**src/rtl/bsg_10b_symbol_aligner_if.sv**
```systemverilog
// Handshake bundle between the serial bit source and the 10b symbol aligner.
interface bsg_10b_symbol_aligner_if;
  logic       bit_i;
  logic       v_i;
  logic       realign_i;
  logic [9:0] data_o;
  logic       v_o;
  logic       err_o;
  logic       locked_o;

  modport master (
    output bit_i, v_i, realign_i,
    input  data_o, v_o, err_o, locked_o
  );

  modport slave (
    input  bit_i, v_i, realign_i,
    output data_o, v_o, err_o, locked_o
  );
endinterface

```
**src/rtl/bsg_10b_symbol_aligner.sv**
```systemverilog
// Serial-to-parallel 10b symbol aligner: hunts for the symbol boundary using
// the half-weight rules of the balanced code, confirms it over several
// symbols, then emits aligned symbols with an error flag until too many
// consecutive invalid symbols force a re-hunt.
module bsg_10b_symbol_aligner #(
  parameter int lock_count_p   = 4,
  parameter int unlock_count_p = 4
) (
  input logic clk_i,
  input logic reset_i,
  bsg_10b_symbol_aligner_if.slave bus
);

  localparam int GOOD_W = $clog2(lock_count_p + 1);
  localparam int BAD_W  = $clog2(unlock_count_p + 1);
  localparam logic [GOOD_W-1:0] GOOD_LAST = GOOD_W'(lock_count_p - 1);
  localparam logic [BAD_W-1:0]  BAD_LAST  = BAD_W'(unlock_count_p - 1);

  typedef enum logic [1:0] {HUNT = 2'd0, CHECK = 2'd1, LOCKED = 2'd2} state_t;

  function automatic logic [2:0] pop5(input logic [4:0] x);
    return 3'(x[4]) + 3'(x[3]) + 3'(x[2]) + 3'(x[1]) + 3'(x[0]);
  endfunction

  // Legal (upper, lower) half weights, written as octal digit pairs.
  function automatic logic sym_valid(input logic [9:0] w);
    case ({pop5(w[9:5]), pop5(w[4:0])})
      6'o32, 6'o23, 6'o41, 6'o14, 6'o33: return 1'b1;
      default:                           return 1'b0;
    endcase
  endfunction

  function automatic logic [3:0] fill_sat(input logic [3:0] f);
    return (f == 4'd10) ? f : f + 4'd1;
  endfunction

  state_t            state;
  logic [8:0]        hist;      // nine most recent bits; the tenth is bit_i
  logic [3:0]        fill;
  logic [3:0]        ph_cnt;
  logic [GOOD_W-1:0] good_cnt;
  logic [BAD_W-1:0]  bad_cnt;
  logic [9:0]        data_p1;
  logic              vld_p1;
  logic              err_p1;
  logic              locked_p1;

  logic [9:0] window;
  logic       win_ok;
  logic       boundary;
  logic       fill_ok;

  assign window   = {hist, bus.bit_i};
  assign win_ok   = sym_valid(window);
  assign boundary = (ph_cnt == 4'd9);
  assign fill_ok  = (fill >= 4'd9);   // current bit is the 10th or later

  assign bus.data_o   = data_p1;
  assign bus.v_o      = vld_p1;
  assign bus.err_o    = err_p1;
  assign bus.locked_o = locked_p1;

  // Shift/phase tracking plus the HUNT/CHECK/LOCKED state machine with registered outputs.
  always_ff @(posedge clk_i) begin
    if (reset_i) begin
      state     <= HUNT;
      hist      <= '0;
      fill      <= '0;
      ph_cnt    <= '0;
      good_cnt  <= '0;
      bad_cnt   <= '0;
      data_p1   <= '0;
      vld_p1    <= 1'b0;
      err_p1    <= 1'b0;
      locked_p1 <= 1'b0;
    end else begin
      vld_p1 <= 1'b0;
      if (bus.v_i) begin
        hist   <= window[8:0];
        fill   <= fill_sat(fill);
        ph_cnt <= boundary ? 4'd0 : ph_cnt + 4'd1;
      end
      if (bus.realign_i) begin
        // The bit of this cycle is shifted in above but never evaluated.
        state     <= HUNT;
        good_cnt  <= '0;
        bad_cnt   <= '0;
        locked_p1 <= 1'b0;
      end else if (bus.v_i) begin
        unique case (state)
          HUNT: begin
            if (fill_ok && win_ok) begin
              ph_cnt <= 4'd0;
              if (lock_count_p == 1) begin
                state     <= LOCKED;
                bad_cnt   <= '0;
                locked_p1 <= 1'b1;
              end else begin
                state    <= CHECK;
                good_cnt <= GOOD_W'(1);
              end
            end
          end
          CHECK: begin
            if (boundary) begin
              if (!win_ok) begin
                // Slip: hunting restarts on the following bit.
                state <= HUNT;
              end else if (good_cnt == GOOD_LAST) begin
                state     <= LOCKED;
                bad_cnt   <= '0;
                locked_p1 <= 1'b1;
              end else begin
                good_cnt <= good_cnt + GOOD_W'(1);
              end
            end
          end
          LOCKED: begin
            if (boundary) begin
              data_p1 <= window;
              vld_p1  <= 1'b1;
              err_p1  <= !win_ok;
              if (win_ok) begin
                bad_cnt <= '0;
              end else if (bad_cnt == BAD_LAST) begin
                state     <= HUNT;
                locked_p1 <= 1'b0;
              end else begin
                bad_cnt <= bad_cnt + BAD_W'(1);
              end
            end
          end
          default: state <= HUNT;
        endcase
      end
    end
  end

endmodule

```
**src/flat_wrapper.sv**
```systemverilog
// flat-port wrapper written by rule: the top's interface ports become plain ports
module bsg_10b_symbol_aligner_flat 
#(
  parameter int lock_count_p   = 4,
  parameter int unlock_count_p = 4
)
  (clk_i, reset_i, bus_bit_i, bus_v_i, bus_realign_i, bus_data_o, bus_v_o, bus_err_o, bus_locked_o);
  bsg_10b_symbol_aligner_if bus_i ();
  input logic clk_i;
  input logic reset_i;
  input wire logic [$bits(bus_i.bit_i)-1:0] bus_bit_i;
  input wire logic [$bits(bus_i.v_i)-1:0] bus_v_i;
  input wire logic [$bits(bus_i.realign_i)-1:0] bus_realign_i;
  output wire logic [$bits(bus_i.data_o)-1:0] bus_data_o;
  output wire logic [$bits(bus_i.v_o)-1:0] bus_v_o;
  output wire logic [$bits(bus_i.err_o)-1:0] bus_err_o;
  output wire logic [$bits(bus_i.locked_o)-1:0] bus_locked_o;
  assign bus_i.bit_i = bus_bit_i;
  assign bus_i.v_i = bus_v_i;
  assign bus_i.realign_i = bus_realign_i;
  assign bus_data_o = bus_i.data_o;
  assign bus_v_o = bus_i.v_o;
  assign bus_err_o = bus_i.err_o;
  assign bus_locked_o = bus_i.locked_o;
  bsg_10b_symbol_aligner #(.lock_count_p(lock_count_p), .unlock_count_p(unlock_count_p)) u_core (.clk_i(clk_i), .reset_i(reset_i), .bus(bus_i));
endmodule
```
**config.mk**
```make
export PLATFORM = sky130hd
export DESIGN_NAME = bsg_10b_symbol_aligner_flat
export DESIGN_NICKNAME = d
export VERILOG_FILES = /design/src/rtl/bsg_10b_symbol_aligner_if.sv /design/src/rtl/bsg_10b_symbol_aligner.sv /design/src/flat_wrapper.sv
export SDC_FILE = /design/constraint.sdc
export NUM_CORES = 1
export LEC_CHECK = 0
export ABC_AREA = 1
export BUFFER_PORTS_ARGS = -buffer_cell sky130_fd_sc_hd__buf_2
export CAP_MARGIN = 20
export CORE_ASPECT_RATIO = 0.8
export CORE_MARGIN = 2
export CORE_UTILIZATION = 58
export DETAILED_ROUTE_END_ITERATION = 12
export GPL_TIMING_DRIVEN = 0
export PLACE_DENSITY = 0.78
export SYNTH_ARGS = -nofsm -noshare
export SYNTH_HDL_FRONTEND = slang
export SYNTH_SLANG_ARGS = --single-unit
```
**constraint.sdc**
```tcl
create_clock -name clk_i -period 3.1 [get_ports clk_i]
set_input_delay 0.31 -clock clk_i [delete_from_list [all_inputs] [get_ports clk_i]]
set_output_delay 0.31 -clock clk_i [all_outputs]
set_load 0.1 [all_outputs]
```
# [Word-level counts from Yosys, hierarchy flattened]
# Index checks and enable logic that the tools add are counted.
[word_totals] register_bits=38 wordCells=97 inputBits=5
[op_classes] bitwise_logic=4 eq_ne=21 n_lt_le_gt_ge=1 mux=35 reduce_logical=14 addsub=12
[ops] operator="2-to-1 mux 3 bit" n=10
[ops] operator="2-to-1 mux 4 bit" n=6
[ops] operator="adder 3 x 1 -> 3 bit" n=6
[ops] operator="equality test 6 x 5 -> 1 bit (second input constant)" n=3
[ops] operator="2-to-1 mux 2 bit" n=7
[ops] operator="AND reduction 7 bit" n=2
[ops] operator="!= test 2 x 1 -> 1 bit (second input constant)" n=6
[ops] operator="case mux 3 bit (2 select lines)" n=2
[ops] operator="adder 4 x 1 -> 4 bit (second input constant)" n=2
[ops] operator="equality test 4 bit (second input constant)" n=2
[ops] operator="2-to-1 mux 1 bit" n=8
[ops] operator="AND reduction 8 bit" n=1
[ops] operator="adder 3 x 1 -> 3 bit (second input constant)" n=2
[ops] operator="equality test 3 x 2 -> 1 bit (second input constant)" n=2
[ops] operator="equality test 6 x 4 -> 1 bit (second input constant)" n=1
[ops] operator="equality test 6 bit (second input constant)" n=1
[ops] operator="case mux 2 bit (3 select lines)" n=1
[ops] operator="AND reduction 6 bit" n=1
[ops] operator="OR reduction 5 bit" n=1
[ops] operator="adder 1 x 1 -> 2 bit" n=2
[ops] operator=">= comparator 4 bit (second input constant)" n=1
[ops] operator="!= test 2 bit (second input constant)" n=2
[ops] operator="NOT 1 bit" n=4
[ops] operator="AND reduction 4 bit" n=1
[ops] operator="12 further kinds" n=13

# [Logic depth before layout (Yosys ltp)]
[logic_depth] depth_word=12 ltp_mapped=18

# [Worst setup path after synthesis]
# No wires, ideal clock.
[synth_path] path_kind="register -> register" from="register u_core.hist[7]" to="register u_core.good_cnt[2]" t_arrival_ns=2.728 required_ns=2.984 path_slack_ns=0.256 stages_incl_launch_ff=18 synth_period_minus_slack_ns=2.844 cell_sequence="dfxtp_1 ha_1 inv_1 fa_1 inv_1 ha_1 inv_1 fa_1 nand2_1 inv_1 nand2_1 nand3_4 nor2_8 nor2_4 nor2_2 nand2_2 o21ai_0 nor2_1"
[synth_between] elab_chain_cells=10 word_cells_on_any_way=15 classes_between="4 x add/sub; 7 x eq/ne; 1 x mux; 3 x reduce/logical"
[synth_rtl] item="start, declared" line_no="bsg_10b_symbol_aligner.sv:38" text="logic [8:0] hist;"
[synth_rtl] item="start signal, assigned" line_no="bsg_10b_symbol_aligner.sv:79" text="hist <= window[8:0];"
[synth_rtl] item="adder 1 x 1 -> 2 bit (*)" line_no="bsg_10b_symbol_aligner.sv:22" text="return 3'(x[4]) + 3'(x[3]) + 3'(x[2]) + 3'(x[1]) + 3'(x[0]);"
[synth_rtl] item="adder 3 x 1 -> 3 bit (*) (3 in a row)" line_no="bsg_10b_symbol_aligner.sv:22"
[synth_rtl] item="equality test 6 x 5 -> 1 bit (tied with other cells)" line_no="bsg_10b_symbol_aligner.sv:27" text="case ({pop5(w[9:5]), pop5(w[4:0])})"
[synth_rtl] item="OR reduction 5 bit (*)" line_no="bsg_10b_symbol_aligner.sv:27"
[synth_rtl] item="2-to-1 mux 1 bit (*)" line_no="bsg_10b_symbol_aligner.sv:27"
[synth_rtl] item="logical AND 1 bit" line_no="bsg_10b_symbol_aligner.sv:92" text="if (fill_ok && win_ok) begin"
[synth_rtl] item="!= test 2 x 1 -> 1 bit (no source line)"
[synth_rtl] item="AND reduction 6 bit (no source line) (*)"
[synth_rtl] item="end signal, assigned" line_no="bsg_10b_symbol_aligner.sv:114" text="good_cnt <= good_cnt + GOOD_W'(1);"
[synth_rtl] item="end, declared" line_no="bsg_10b_symbol_aligner.sv:41" text="logic [GOOD_W-1:0] good_cnt;"
# Every way passes the cells marked *; elsewhere a longest branch is shown, timed or not.
# A chain may end at the register's enable or synchronous reset.

# [Worst setup path after layout]
[layout_path] from="register u_core.hist[8]" to="register u_core.ph_cnt[1]"
[layout_between] elab_chain_cells=12 word_cells_on_any_way=16 classes_between="4 x add/sub; 5 x eq/ne; 5 x mux; 2 x reduce/logical"
[layout_rtl] item="adder 1 x 1 -> 2 bit (*)" line_no="bsg_10b_symbol_aligner.sv:22"
[layout_rtl] item="adder 3 x 1 -> 3 bit (*) (3 in a row)" line_no="bsg_10b_symbol_aligner.sv:22"
[layout_rtl] item="equality test 6 x 5 -> 1 bit (tied with other cells)" line_no="bsg_10b_symbol_aligner.sv:27"
[layout_rtl] item="OR reduction 5 bit (*)" line_no="bsg_10b_symbol_aligner.sv:27"
[layout_rtl] item="2-to-1 mux 1 bit (*)" line_no="bsg_10b_symbol_aligner.sv:27"
[layout_rtl] item="logical AND 1 bit (*)" line_no="bsg_10b_symbol_aligner.sv:92"
[layout_rtl] item="2-to-1 mux 4 bit (*)" line_no="bsg_10b_symbol_aligner.sv:92"
[layout_rtl] item="2-to-1 mux 4 bit (*)" line_no="bsg_10b_symbol_aligner.sv:90" text="unique case (state)"
[layout_rtl] item="2-to-1 mux 4 bit (*)" line_no="bsg_10b_symbol_aligner.sv:89" text="end else if (bus.v_i) begin"
[layout_rtl] item="2-to-1 mux 4 bit (*)" line_no="bsg_10b_symbol_aligner.sv:83" text="if (bus.realign_i) begin"
[layout_rtl] item="end signal, assigned" line_no="bsg_10b_symbol_aligner.sv:81" text="ph_cnt <= boundary ? 4'd0 : ph_cnt + 4'd1;"
[layout_rtl] item="end, declared" line_no="bsg_10b_symbol_aligner.sv:40" text="logic [3:0] ph_cnt;"
# Marks and branches as above.

==> impl_summary.log <==
INFO  metric globalRoute.totalOverflow = 0
INFO  metric numClockSinks = 38
INFO  metric slew_headroom = 0.612
INFO  metric hold_path.class = primary input to flop
INFO  metric power.ir.vdd_worst = between 200 and 300 uV
INFO  metric number_of_buffers_inserted_during_clock_tree_synthesis = 5
INFO  metric net_count_after_synthesis = 286
INFO  metric global_route_wire_length_before_repair = about 6.9 mm
INFO  metric cp-startpoint = u_core.hist[8]
INFO  metric type_of_destination_of_the_critical_path = flop
INFO  metric fin_skew = about 5.4 ps
INFO  metric final-setup-viol-count = 0
INFO  metric p_comb_frac = 0.143
INFO  metric worst-slew-pin-transition = 579 ps
INFO  metric clock_power_share = 0.393
INFO  metric viasPerCell = ~5.2
INFO  metric clockBufferDepth = 2
INFO  metric drive_gt1_frac = 0.222
INFO  metric p_per_area = about 470 nW/um^2
INFO  metric ys_types = 30
INFO  metric multi_input_gate_area = 1120 um^2
INFO  metric internal_power_component = between 0.8 and 0.9 mW
INFO  metric antenna_violations_before_repair = 0
INFO  metric grt_start_max_net_pins = 12
INFO  metric hold_path_startpoint = reset_i
INFO  metric fin_tns_setup = 0 ps
INFO  metric min_cycle_time_layout = between 2000 and 3000 ps
INFO  metric cap_violations = 0
INFO  metric postLayoutCellArea = around 2300 um^2
INFO  metric cp_cell_sequence = ha_4 -> inv_1 -> fa_1 -> inv_1 -> ha_1 -> inv_1 -> fa_2 -> inv_1 -> o21bai_2 -> nand2_2 -> nor2_8 -> nand2_2 -> nor2_2 -> nand2_1 -> o2111ai_1 -> inv_1
INFO  metric cts.clk_slew.worst_paths = about 70 ps
INFO  metric die_height = about 57 um
INFO  metric dpl-instance-area = 2130 um^2
INFO  metric area.sequential = 763 um^2
INFO  metric first_pass_iters = 4
INFO  metric share_seq_of_total_power = 0.464
INFO  metric setup.reg_to_reg.worst_slack = between 100 and 150 ps
INFO  metric detail-route-antenna-nets = 0
INFO  metric p_leak = about 1.1 nW
INFO  metric wl_cell = ~12 um
INFO  metric num_antenna_cells = 0
INFO  metric die-area = about 3900 um^2
INFO  metric max_stage_delay = between 600 and 700 ps
INFO  metric yosysWarningCount = 0
INFO  metric drc_errors = 0
INFO  metric post-layout-total-power = between 1 and 1.5 mW
INFO  metric criticalPathCategory = flop to flop
INFO  metric design.final.nets = around 310
INFO  metric crit_path_top_delay_cell = fa_2
INFO  metric power.share.switching = 0.258
INFO  metric start_util = 0.593
INFO  metric grt.total_usage = 0.225
INFO  metric synthCells = 260
INFO  metric crit_required = between 3000 and 4000 ps
INFO  metric die_w = roughly 70 um
INFO  metric hpwlAfterDp = roughly 2.8 mm
INFO  metric crit_arrival = 3190 ps
INFO  metric r2r_cells = 16
INFO  metric r2r_end = u_core.ph_cnt[1]
INFO  metric slew_violations = 0
INFO  metric core-area = between 3000 and 4000 um^2
INFO  metric dr_total_vias = about 1.7k
INFO  metric routabilityCongestion = between 0.8 and 0.9
INFO  metric timing.final.hold_violations = 0
INFO  metric timing.final.crit_share = 0.968
INFO  metric fillers = ~270
INFO  metric postSynthAreaPerCell = around 7.7 um^2
INFO  metric setup.worst_path.start_class = flop
INFO  metric worst_path_most_repeated_cell = inv_1
INFO  metric worstReg2RegStart = u_core.hist[8]
INFO  metric synth_seq_area_share = 0.380
INFO  metric ys_seq_elements = 38
INFO  metric buffer_ports.inserted = 16
INFO  metric timing.critical_path.fanout_max = 6
INFO  metric tritoncts = built
INFO  metric synth.cell_area = roughly 2000 um^2
INFO  metric htree_levels = 2
INFO  metric hold_slack = 245 ps
INFO  metric worstHoldPathCells = 2
INFO  metric first_iter_violations = 60
INFO  metric drt_wl_total = around 4 mm
INFO  metric worstHoldEndpoint = u_core.bus.v_o
INFO  metric outcome = finished clean
INFO  metric fp-row-count = 19
INFO  metric ios = 18
INFO  metric clock_latency = about 290 ps
INFO  metric cts.root.buffer_cell = clkbuf_8
INFO  metric area_growth_from_synthesis_to_layout = 16.9%
INFO  metric grt_pass1_vias = 1594
INFO  metric achievable-frequency = 0.333 GHz
INFO  metric net-switching-power = about 0.28 mW
## how the worst max path moves through the flow
stage               slack (ps)  cells after the start            endpoint
detailed placement          50                     17   u_core.bad_cnt[0]
global placement            60                     17   u_core.bad_cnt[0]
floorplan                  260                     17  u_core.good_cnt[2]
global route             -0.01                     16    u_core.ph_cnt[3]
CTS                          9                     17   u_core.bad_cnt[0]
finish                     100                     16    u_core.ph_cnt[1]
## power groups by stage
stage	logic [mW]	registers, mW	clock network [mW]
3_5_place_dp	0.134	0.523	0
6_report	0.158	0.512	0.433
5_1_grt	0.179	0.514	0.451
4_1_cts	0.137	0.512	0.439
2_1_floorplan	0.111	0.520	0
3_3_place_gp	0.132	0.522	0
## timing repair
item	CTS	global route
setup buffers	0	5
hold buffers	0	0
endpoints found under the setup margin	0	13
resized for setup	0	23
## area by class of cell
cell class              count  share of cell area
multi-input cells         177               0.479
flip-flops and latches     38               0.326
clock inverters             1              0.0128
inverters                  39              0.0625
repair buffers             21              0.0502
well taps                  42              0.0224
clock buffers               6              0.0353
plain buffers               6              0.0118
## cell usage after synthesis
cell type,number,area share
a21oi_1,20,0.050
a31oi_1,1,0.0031
buf_1,2,0.0038
buf_2,1,0.0025
buf_4,1,0.0038
clkbuf_1,2,0.0038
clkinv_1,2,0.0038
dfxtp_1,38,0.38
fa_1,4,0.040
ha_1,17,0.11
inv_1,35,0.066
inv_2,2,0.0038
nand2_1,24,0.045
nand2_2,4,0.012
nand3_1,4,0.010
nand3_2,1,0.0050
nand3_4,1,0.0088
nand4_1,1,0.0031
nor2_1,48,0.090
nor2_2,5,0.016
nor2_4,1,0.0056
nor2_8,1,0.010
nor3_1,4,0.010
nor3_4,1,0.0081
o2111ai_1,1,0.0044
o21ai_0,34,0.085
o21bai_2,1,0.0056
or2_1,1,0.0031
or2_2,1,0.0031
xor2_1,2,0.0088
## flip-flops by register name, indices dropped and copies added, names as in the netlist
| register | cells |
|---|---|
| u_core.bad_cnt | 3 |
| u_core.bus.data_o | 10 |
| u_core.bus.err_o | 1 |
| u_core.bus.locked_o | 1 |
| u_core.bus.v_o | 1 |
| u_core.fill | 4 |
| u_core.good_cnt | 3 |
| u_core.hist | 9 |
| u_core.ph_cnt | 4 |
| u_core.state | 2 |
## critical path, delay by kind of cell (launching register included)
kind / cells / cell delay, ps
compound gates: 2 / 240
simple gates: 5 / 610
fa+ha+maj: 4 / 1420
flops: 1 / 340
buf+inv: 5 / 280
## kinds of logic after synthesis
kind of cell	Yosys count	synth area share
xor gates and xnor gates	2	0.00875
AOI/OAI and AO/OA	57	0.148
and+or+nand+nor	97	0.230
DFF	38	0.380
adders and majority gates	21	0.146
buffers and inverters	45	0.0869
## cells in the final DEF (no fill, tap or decap), drive strengths merged
cell	netlist	routed
nor2	55	55
dfxtp	38	38
inv	37	38
o21ai	34	34
nand2	28	28
buf	4	25
a21oi	20	20
ha	17	17
clkbuf	2	8
nand3	6	6
nor3	5	5
fa	4	4
xor2	2	2
or2	2	2
o21bai	1	1
a31oi	1	1
clkinv	2	1
o2111ai	1	1
nand4	1	1
bufinv	0	1
## metal layers
layer | track usage | part of all wire | vias up
met1 | 0.306 | 0.49 | 806
met5 | 0 | 0 | -
li1 | - | - | 881
met2 | 0.348 | 0.45 | 37
met3 | 0.0485 | 0.041 | 7
met4 | 0.0989 | 0.017 | 0
## metrics by stage
stage | instances | setup WS (ps) | utilization
global placement | 318 | 62.6 | 0.632
global route | 330 | -0.0129 | 0.693
detailed placement | 318 | 50.2 | 0.632
finish | 330 | 100 | 0.693
CTS | 325 | 8.75 | 0.666
floorplan | 260 | 256 | -
No activity file was read; power rests on OpenSTA's default activity.
